$ cat src/rtl/collision_scanner.sv
// ---------------------------------------------------------------------------
// collision_scanner
//
// Holds a small table of car footprints (top-left corner, orientation,
// occupancy) and, on request, scans every unordered pair of slots once, one
// pair per clock. The scan produces a collision flag, the first colliding
// pair in scan order, a saturating count of colliding pairs and a flag that
// says whether the table was written while the scan was running.
//
// Ports
//   clk        in   rising-edge clock
//   rst_n      in   asynchronous active-low reset
//   wr_en      in   write one table slot this cycle
//   wr_idx     in   slot to write (indices >= NUM_CARS are dropped)
//   wr_x/wr_y  in   top-left corner of the car
//   wr_orient  in   bit0: 0 = horizontal (CAR_LEN x CAR_WID), 1 = vertical
//   wr_active  in   slot occupied
//   start      in   request one full pairwise scan (honoured only in IDLE)
//   busy       out  scan or report in progress
//   done       out  one-cycle pulse when the results below update
//   collision  out  at least one colliding pair in the last scan
//   hit_a/b    out  first colliding pair (a < b) of the last scan, 0/0 if none
//   hit_count  out  number of colliding pairs in the last scan (saturating)
//   dirty      out  a table write landed during the last scan
// ---------------------------------------------------------------------------
module collision_scanner #(
    parameter  int NUM_CARS = 8,
    parameter  int COORD_W  = 10,
    parameter  int CAR_LEN  = 60,
    parameter  int CAR_WID  = 30,
    localparam int IDX_W    = $clog2(NUM_CARS),
    localparam int CNT_W    = $clog2(NUM_CARS * (NUM_CARS - 1) / 2 + 1)
) (
    input  logic               clk,
    input  logic               rst_n,
    input  logic               wr_en,
    input  logic [IDX_W-1:0]   wr_idx,
    input  logic [COORD_W-1:0] wr_x,
    input  logic [COORD_W-1:0] wr_y,
    input  logic [1:0]         wr_orient,
    input  logic               wr_active,
    input  logic               start,
    output logic               busy,
    output logic               done,
    output logic               collision,
    output logic [IDX_W-1:0]   hit_a,
    output logic [IDX_W-1:0]   hit_b,
    output logic [CNT_W-1:0]   hit_count,
    output logic               dirty
);

    localparam logic [COORD_W:0] L_LEN = CAR_LEN[COORD_W:0];
    localparam logic [COORD_W:0] L_WID = CAR_WID[COORD_W:0];
    localparam logic [IDX_W-1:0] I_LAST_I = IDX_W'(NUM_CARS - 2);
    localparam logic [IDX_W-1:0] I_LAST_J = IDX_W'(NUM_CARS - 1);

    typedef enum logic [1:0] {
        ST_IDLE,
        ST_SCAN,
        ST_REPORT
    } state_t;

    // Position table
    logic [COORD_W-1:0] r_x      [NUM_CARS];
    logic [COORD_W-1:0] r_y      [NUM_CARS];
    logic [1:0]         r_orient [NUM_CARS];
    logic               r_active [NUM_CARS];

    // Scan control and accumulators
    state_t             r_state;
    logic [IDX_W-1:0]   r_i;
    logic [IDX_W-1:0]   r_j;
    logic               r_acc_found;
    logic [IDX_W-1:0]   r_acc_a;
    logic [IDX_W-1:0]   r_acc_b;
    logic [CNT_W-1:0]   r_acc_cnt;
    logic               r_acc_dirty;

    // Registered outputs
    logic               r_busy;
    logic               r_done;
    logic               r_collision;
    logic [IDX_W-1:0]   r_hit_a;
    logic [IDX_W-1:0]   r_hit_b;
    logic [CNT_W-1:0]   r_hit_count;
    logic               r_dirty;

    logic               w_wr_ok;
    logic [COORD_W:0]   w_ax, w_ay, w_aw, w_ah;
    logic [COORD_W:0]   w_bx, w_by, w_bw, w_bh;
    logic               w_hit;
    logic               w_last;
    logic               w_found_nxt;
    logic [IDX_W-1:0]   w_a_nxt;
    logic [IDX_W-1:0]   w_b_nxt;
    logic [CNT_W-1:0]   w_cnt_nxt;
    logic               w_dirty_nxt;

    assign w_wr_ok = wr_en && (32'(wr_idx) < NUM_CARS);
    assign w_last  = (r_i == I_LAST_I) && (r_j == I_LAST_J);

    // Pair comparison. Operands are zero-extended by one bit so the corner
    // plus size sums cannot wrap near the top of the coordinate range.
    // The table is read before this edge's write lands, so a same-cycle
    // write to a slot under evaluation is seen only by later pairs.
    always_comb begin
        w_ax = {1'b0, r_x[r_i]};
        w_ay = {1'b0, r_y[r_i]};
        w_bx = {1'b0, r_x[r_j]};
        w_by = {1'b0, r_y[r_j]};
        w_aw = r_orient[r_i][0] ? L_WID : L_LEN;
        w_ah = r_orient[r_i][0] ? L_LEN : L_WID;
        w_bw = r_orient[r_j][0] ? L_WID : L_LEN;
        w_bh = r_orient[r_j][0] ? L_LEN : L_WID;
        w_hit = r_active[r_i] && r_active[r_j] &&
                (w_ax < w_bx + w_bw) && (w_bx < w_ax + w_aw) &&
                (w_ay < w_by + w_bh) && (w_by < w_ay + w_ah);
    end

    always_comb begin
        w_found_nxt = r_acc_found | w_hit;
        w_a_nxt     = r_acc_a;
        w_b_nxt     = r_acc_b;
        if (w_hit && !r_acc_found) begin
            w_a_nxt = r_i;
            w_b_nxt = r_j;
        end
        w_cnt_nxt = r_acc_cnt;
        if (w_hit && (r_acc_cnt != '1)) begin
            w_cnt_nxt = r_acc_cnt + 1'b1;
        end
        w_dirty_nxt = r_acc_dirty | w_wr_ok;
    end

    always_ff @(posedge clk or negedge rst_n) begin
        if (!rst_n) begin
            for (int unsigned k = 0; k < NUM_CARS; k++) begin
                r_x[k]      <= '0;
                r_y[k]      <= '0;
                r_orient[k] <= '0;
                r_active[k] <= 1'b0;
            end
        end else if (w_wr_ok) begin
            r_x[wr_idx]      <= wr_x;
            r_y[wr_idx]      <= wr_y;
            r_orient[wr_idx] <= wr_orient;
            r_active[wr_idx] <= wr_active;
        end
    end

    always_ff @(posedge clk or negedge rst_n) begin
        if (!rst_n) begin
            r_state     <= ST_IDLE;
            r_i         <= '0;
            r_j         <= '0;
            r_acc_found <= 1'b0;
            r_acc_a     <= '0;
            r_acc_b     <= '0;
            r_acc_cnt   <= '0;
            r_acc_dirty <= 1'b0;
            r_busy      <= 1'b0;
            r_done      <= 1'b0;
            r_collision <= 1'b0;
            r_hit_a     <= '0;
            r_hit_b     <= '0;
            r_hit_count <= '0;
            r_dirty     <= 1'b0;
        end else begin
            case (r_state)
                ST_IDLE: begin
                    r_done <= 1'b0;
                    if (start) begin
                        r_state     <= ST_SCAN;
                        r_busy      <= 1'b1;
                        r_i         <= '0;
                        r_j         <= IDX_W'(1);
                        r_acc_found <= 1'b0;
                        r_acc_a     <= '0;
                        r_acc_b     <= '0;
                        r_acc_cnt   <= '0;
                        r_acc_dirty <= 1'b0;
                    end
                end
                ST_SCAN: begin
                    r_acc_found <= w_found_nxt;
                    r_acc_a     <= w_a_nxt;
                    r_acc_b     <= w_b_nxt;
                    r_acc_cnt   <= w_cnt_nxt;
                    r_acc_dirty <= w_dirty_nxt;
                    if (w_last) begin
                        // Results include the final pair evaluated this cycle.
                        r_state     <= ST_REPORT;
                        r_done      <= 1'b1;
                        r_collision <= w_found_nxt;
                        r_hit_a     <= w_a_nxt;
                        r_hit_b     <= w_b_nxt;
                        r_hit_count <= w_cnt_nxt;
                        r_dirty     <= w_dirty_nxt;
                    end else if (r_j == I_LAST_J) begin
                        r_i <= r_i + 1'b1;
                        r_j <= r_i + IDX_W'(2);
                    end else begin
                        r_j <= r_j + 1'b1;
                    end
                end
                ST_REPORT: begin
                    r_state <= ST_IDLE;
                    r_busy  <= 1'b0;
                    r_done  <= 1'b0;
                end
                default: begin
                    r_state <= ST_IDLE;
                    r_busy  <= 1'b0;
                    r_done  <= 1'b0;
                end
            endcase
        end
    end

    assign busy      = r_busy;
    assign done      = r_done;
    assign collision = r_collision;
    assign hit_a     = r_hit_a;
    assign hit_b     = r_hit_b;
    assign hit_count = r_hit_count;
    assign dirty     = r_dirty;

endmodule
$ cat config.mk
export PLATFORM = sky130hd
export DESIGN_NAME = collision_scanner
export DESIGN_NICKNAME = d
export VERILOG_FILES = /design/src/rtl/collision_scanner.sv
export SDC_FILE = /design/constraint.sdc
export NUM_CORES = 1
export LEC_CHECK = 0
export CAP_MARGIN = 20
export CORE_MARGIN = 2
export CORE_UTILIZATION = 45
export CTS_BUF_LIST = sky130_fd_sc_hd__clkbuf_4 sky130_fd_sc_hd__clkbuf_8 sky130_fd_sc_hd__clkbuf_16
export DETAILED_ROUTE_END_ITERATION = 8
export RECOVER_POWER = 25
export SLEW_MARGIN = 20
export SYNTH_ARGS = -nofsm -noshare
export SYNTH_HDL_FRONTEND = slang
export SYNTH_SLANG_ARGS = --single-unit
$ cat constraint.sdc
create_clock -name clk -period 8.1 [get_ports clk]
set_input_delay 1.62 -clock clk [delete_from_list [all_inputs] [get_ports clk]]
set_output_delay 1.62 -clock clk [all_outputs]
set_load 0.02 [all_outputs]
==> qor.txt <==
outcome = finished, violations left
failing checks = max-capacitance violations, max-slew violations
IO buf count = 43
global route overflow = 0
M2 GR Usage = 37.4%
crit start category = input pin
Die ar. = 29600 um^2
Core ar. = 27800 um^2
critical hold path startpoint = dirty
static leakage = 5.96 nW
1st-iter DRT viols = 619
GR Layer Usage met3 = 2.47%
pin count of the biggest net entering global routing = 112
row cnt = 61
DPL Wire Length = 18.9 mm
met1 usage = 29.2%
Period minus WS final = 6.22 ns
Async SR Flop Fraction = 100%
synth warn = 0
CTS Buf Count = 26
Setup Skew = 0.00625 ns
# diodes = 0
Final Util = 51.7%
worst r2r src = r_i[0]
most frequent cells in the layout = 208 x dfrtp_1, 206 x mux2_2, 77 x mux4_2
Initial Utilization = 45.7%
Post-CTS Resized = 0
CP arrival = 5.52 ns
final WL = 30.4 mm
Post-synth EDFFs = 0
buffers plus inverters on the worst setup path = 1
sequential cell area fraction in the yosys report = 41.8%
Setup Total Neg Slack = 0 ns
Slew headroom = -269%
Largest stage delay, worst path = 3.79 ns
Die Ht = 172 um
gr usage total = 21.6%
unrepaired setup endpoints after global routing = no
Sink Count = 212
commonest non-fill, non-tap cell in the layout = dfrtp_1
fillcell total = 2459
post-synthesis cell count = 999
Max Cap Viol = 1
Slew @ Worst Pin = 5.53 ns
placed cell count = 1377
DIE WIDTH = 172 um
crit-path cells = clkbuf_1
Post-CTS Repair Setup Buffers = 0
layout cells sized above 1 = 34.4%
CP startpoint = rst_n
Cell Count, Final, Fillers Out = 1422
most used flip-flop cell after synthesis = dfrtp_1
clock tree from TritonCTS = done
#FFs+latches synth = 212
Clock Latency Late Sink = 0.53 ns
Most Used Layer, Global Route = met2
worst hold path type = flip-flop to flip-flop
Syn Nets = 1082
Hold Buf Count CTS = 0
Syn-to-layout area delta = 13.2%
I/O Pins = 45
Hold Fails Final Rpt = 0
peak supply drop = 0.213 mV
Mean Syn Cell Area = 12.7 um^2
Tot Pwr = 6.59 mW
CP max stage cell = clkbuf_1
via count = 8323
root buf cell = clkbuf_16
# setup viols final = 0
count of cell types in the netlist = 63
crit-path leading delay family = buffers and inverters
Fmax = 161 MHz
Max Slew Vio Count = 103
H-tree depth = 1
nets@finish = 1110
data required time at the worst endpoint = 7.40 ns
gpl congestion = 0.877
Cell Pwr Density = 459 nW/um^2
wire per inst = 21.4 um
clk slew on worst S/H paths = 0.06 ns
DRC = 0
vias per cell = 5.85
antenna violations before repair = 0
first-pass GRT wire length = 49.2 mm
ANT nets after route = 0
Detailed Routing Iterations Pass 1 = 5
vias in the first global route = 8732
clk buf depth = 3
nature of the critical path endpoint = asynchronous set/reset pin
Max FO, Critical Path = 102
WS Path Type = input pin to asynchronous set/reset pin
Tcrit/Tclk final = 76.8%
Post-Syn Area = 12700 um^2
cells by family (layout without fill, tap and decap cells):
kind of cell / count (synthesis) / in the layout / synth area share (%)
AO/OA/AOI/OAI: 107 / 107 / 5.89
XOR/XNOR: 29 / 29 / 2.00
adder cells (fa/ha/maj): 53 / 53 / 5.23
buffers and inverters: 88 / 133 / 3.07
flip-flops: 212 / 212 / 41.8
multiplexers: 314 / 314 / 34.6
AND/OR/NAND/NOR: 196 / 196 / 7.44
per-layer routing:
layer	vias up	part of all wire, %
li1	3828	-
met1	4322	45
met2	133	50
met3	40	3.0
met4	0	2.5
met5	-	0
state kept, by name (all words and copies together), names as in the netlist, 2 cells and up:
name	cells
r_acc_a	3
hit_a	3
hit_count	5
r_i	3
r_j	3
hit_b	3
r_y	80
r_acc_b	3
r_x	80
r_active	8
r_acc_cnt	5
r_state	2
r_orient	8
path summary, 6_finish.rpt:
check / endpoint / slack, ns / cells after the start
worst min-delay path: dirty / 0.47 / 2
worst max-delay path: r_y[33] / 1.88 / 1
max in group clk: r_acc_b[0] / 1.96 / 17
min in group asynchronous: r_x[48] / 3.11 / 1
worst min register to register: dirty / 0.47 / 2
worst max register to register: r_acc_b[0] / 1.96 / 17
cell usage after synthesis (8+ instances only):
cell	n	share of area, %
buf_2	14	0.55
a21oi_1	27	1.1
xnor2_1	22	1.5
clkbuf_1	27	0.80
nand3_1	31	1.2
buf_1	8	0.24
inv_1	30	0.89
nor2_1	37	1.1
ha_1	53	5.2
mux2i_1	29	2.3
o211ai_1	16	0.95
mux4_2	77	14
o21ai_0	14	0.55
nand2_1	67	2.0
mux2_2	206	18
nor3_1	11	0.43
nand3b_1	8	0.47
dfrtp_1	212	42
cell type report:
| type | count | area [um^2] | area share [%] |
|---|---|---|---|
| flip-flops and latches | 212 | 5320 | 37.0 |
| multi-input cells | 699 | 7030 | 48.9 |
| clock inverters | 2 | 35.0 | 0.244 |
| clock buffers | 43 | 846 | 5.89 |
| repair buffers | 58 | 549 | 3.83 |
| inverters | 30 | 113 | 0.784 |
| well taps | 378 | 473 | 3.29 |
stage by stage:
stage               cell area [um^2]  hold slack [ns]  worst slack [ns]
global placement               13500            0.452              1.81
detailed placement             13500            0.459              1.91
floorplan                      12700            0.461              2.31
finish                         14400            0.469              1.88
global route                   14400            0.498             0.711
CTS                            14400            0.473              1.89
worst register-to-register path: cells and delay by family, from the launching register on:
family                   cells  cell delay (ns)
multiplexers                 2             0.92
flip-flops                   1             1.11
XOR/XNOR                     1             0.15
AND/OR/NAND/NOR              5             0.86
adder cells (fa/ha/maj)      2             0.51
AO/OA/AOI/OAI                7             2.47
report_power, final:
group          internal (mW)  switching (mW)
Clock                  0.736           0.441
Sequential              1.32           0.359
Combinational           1.86            1.87
Total                   3.92            2.67
Power figures use the tool's default switching activity.
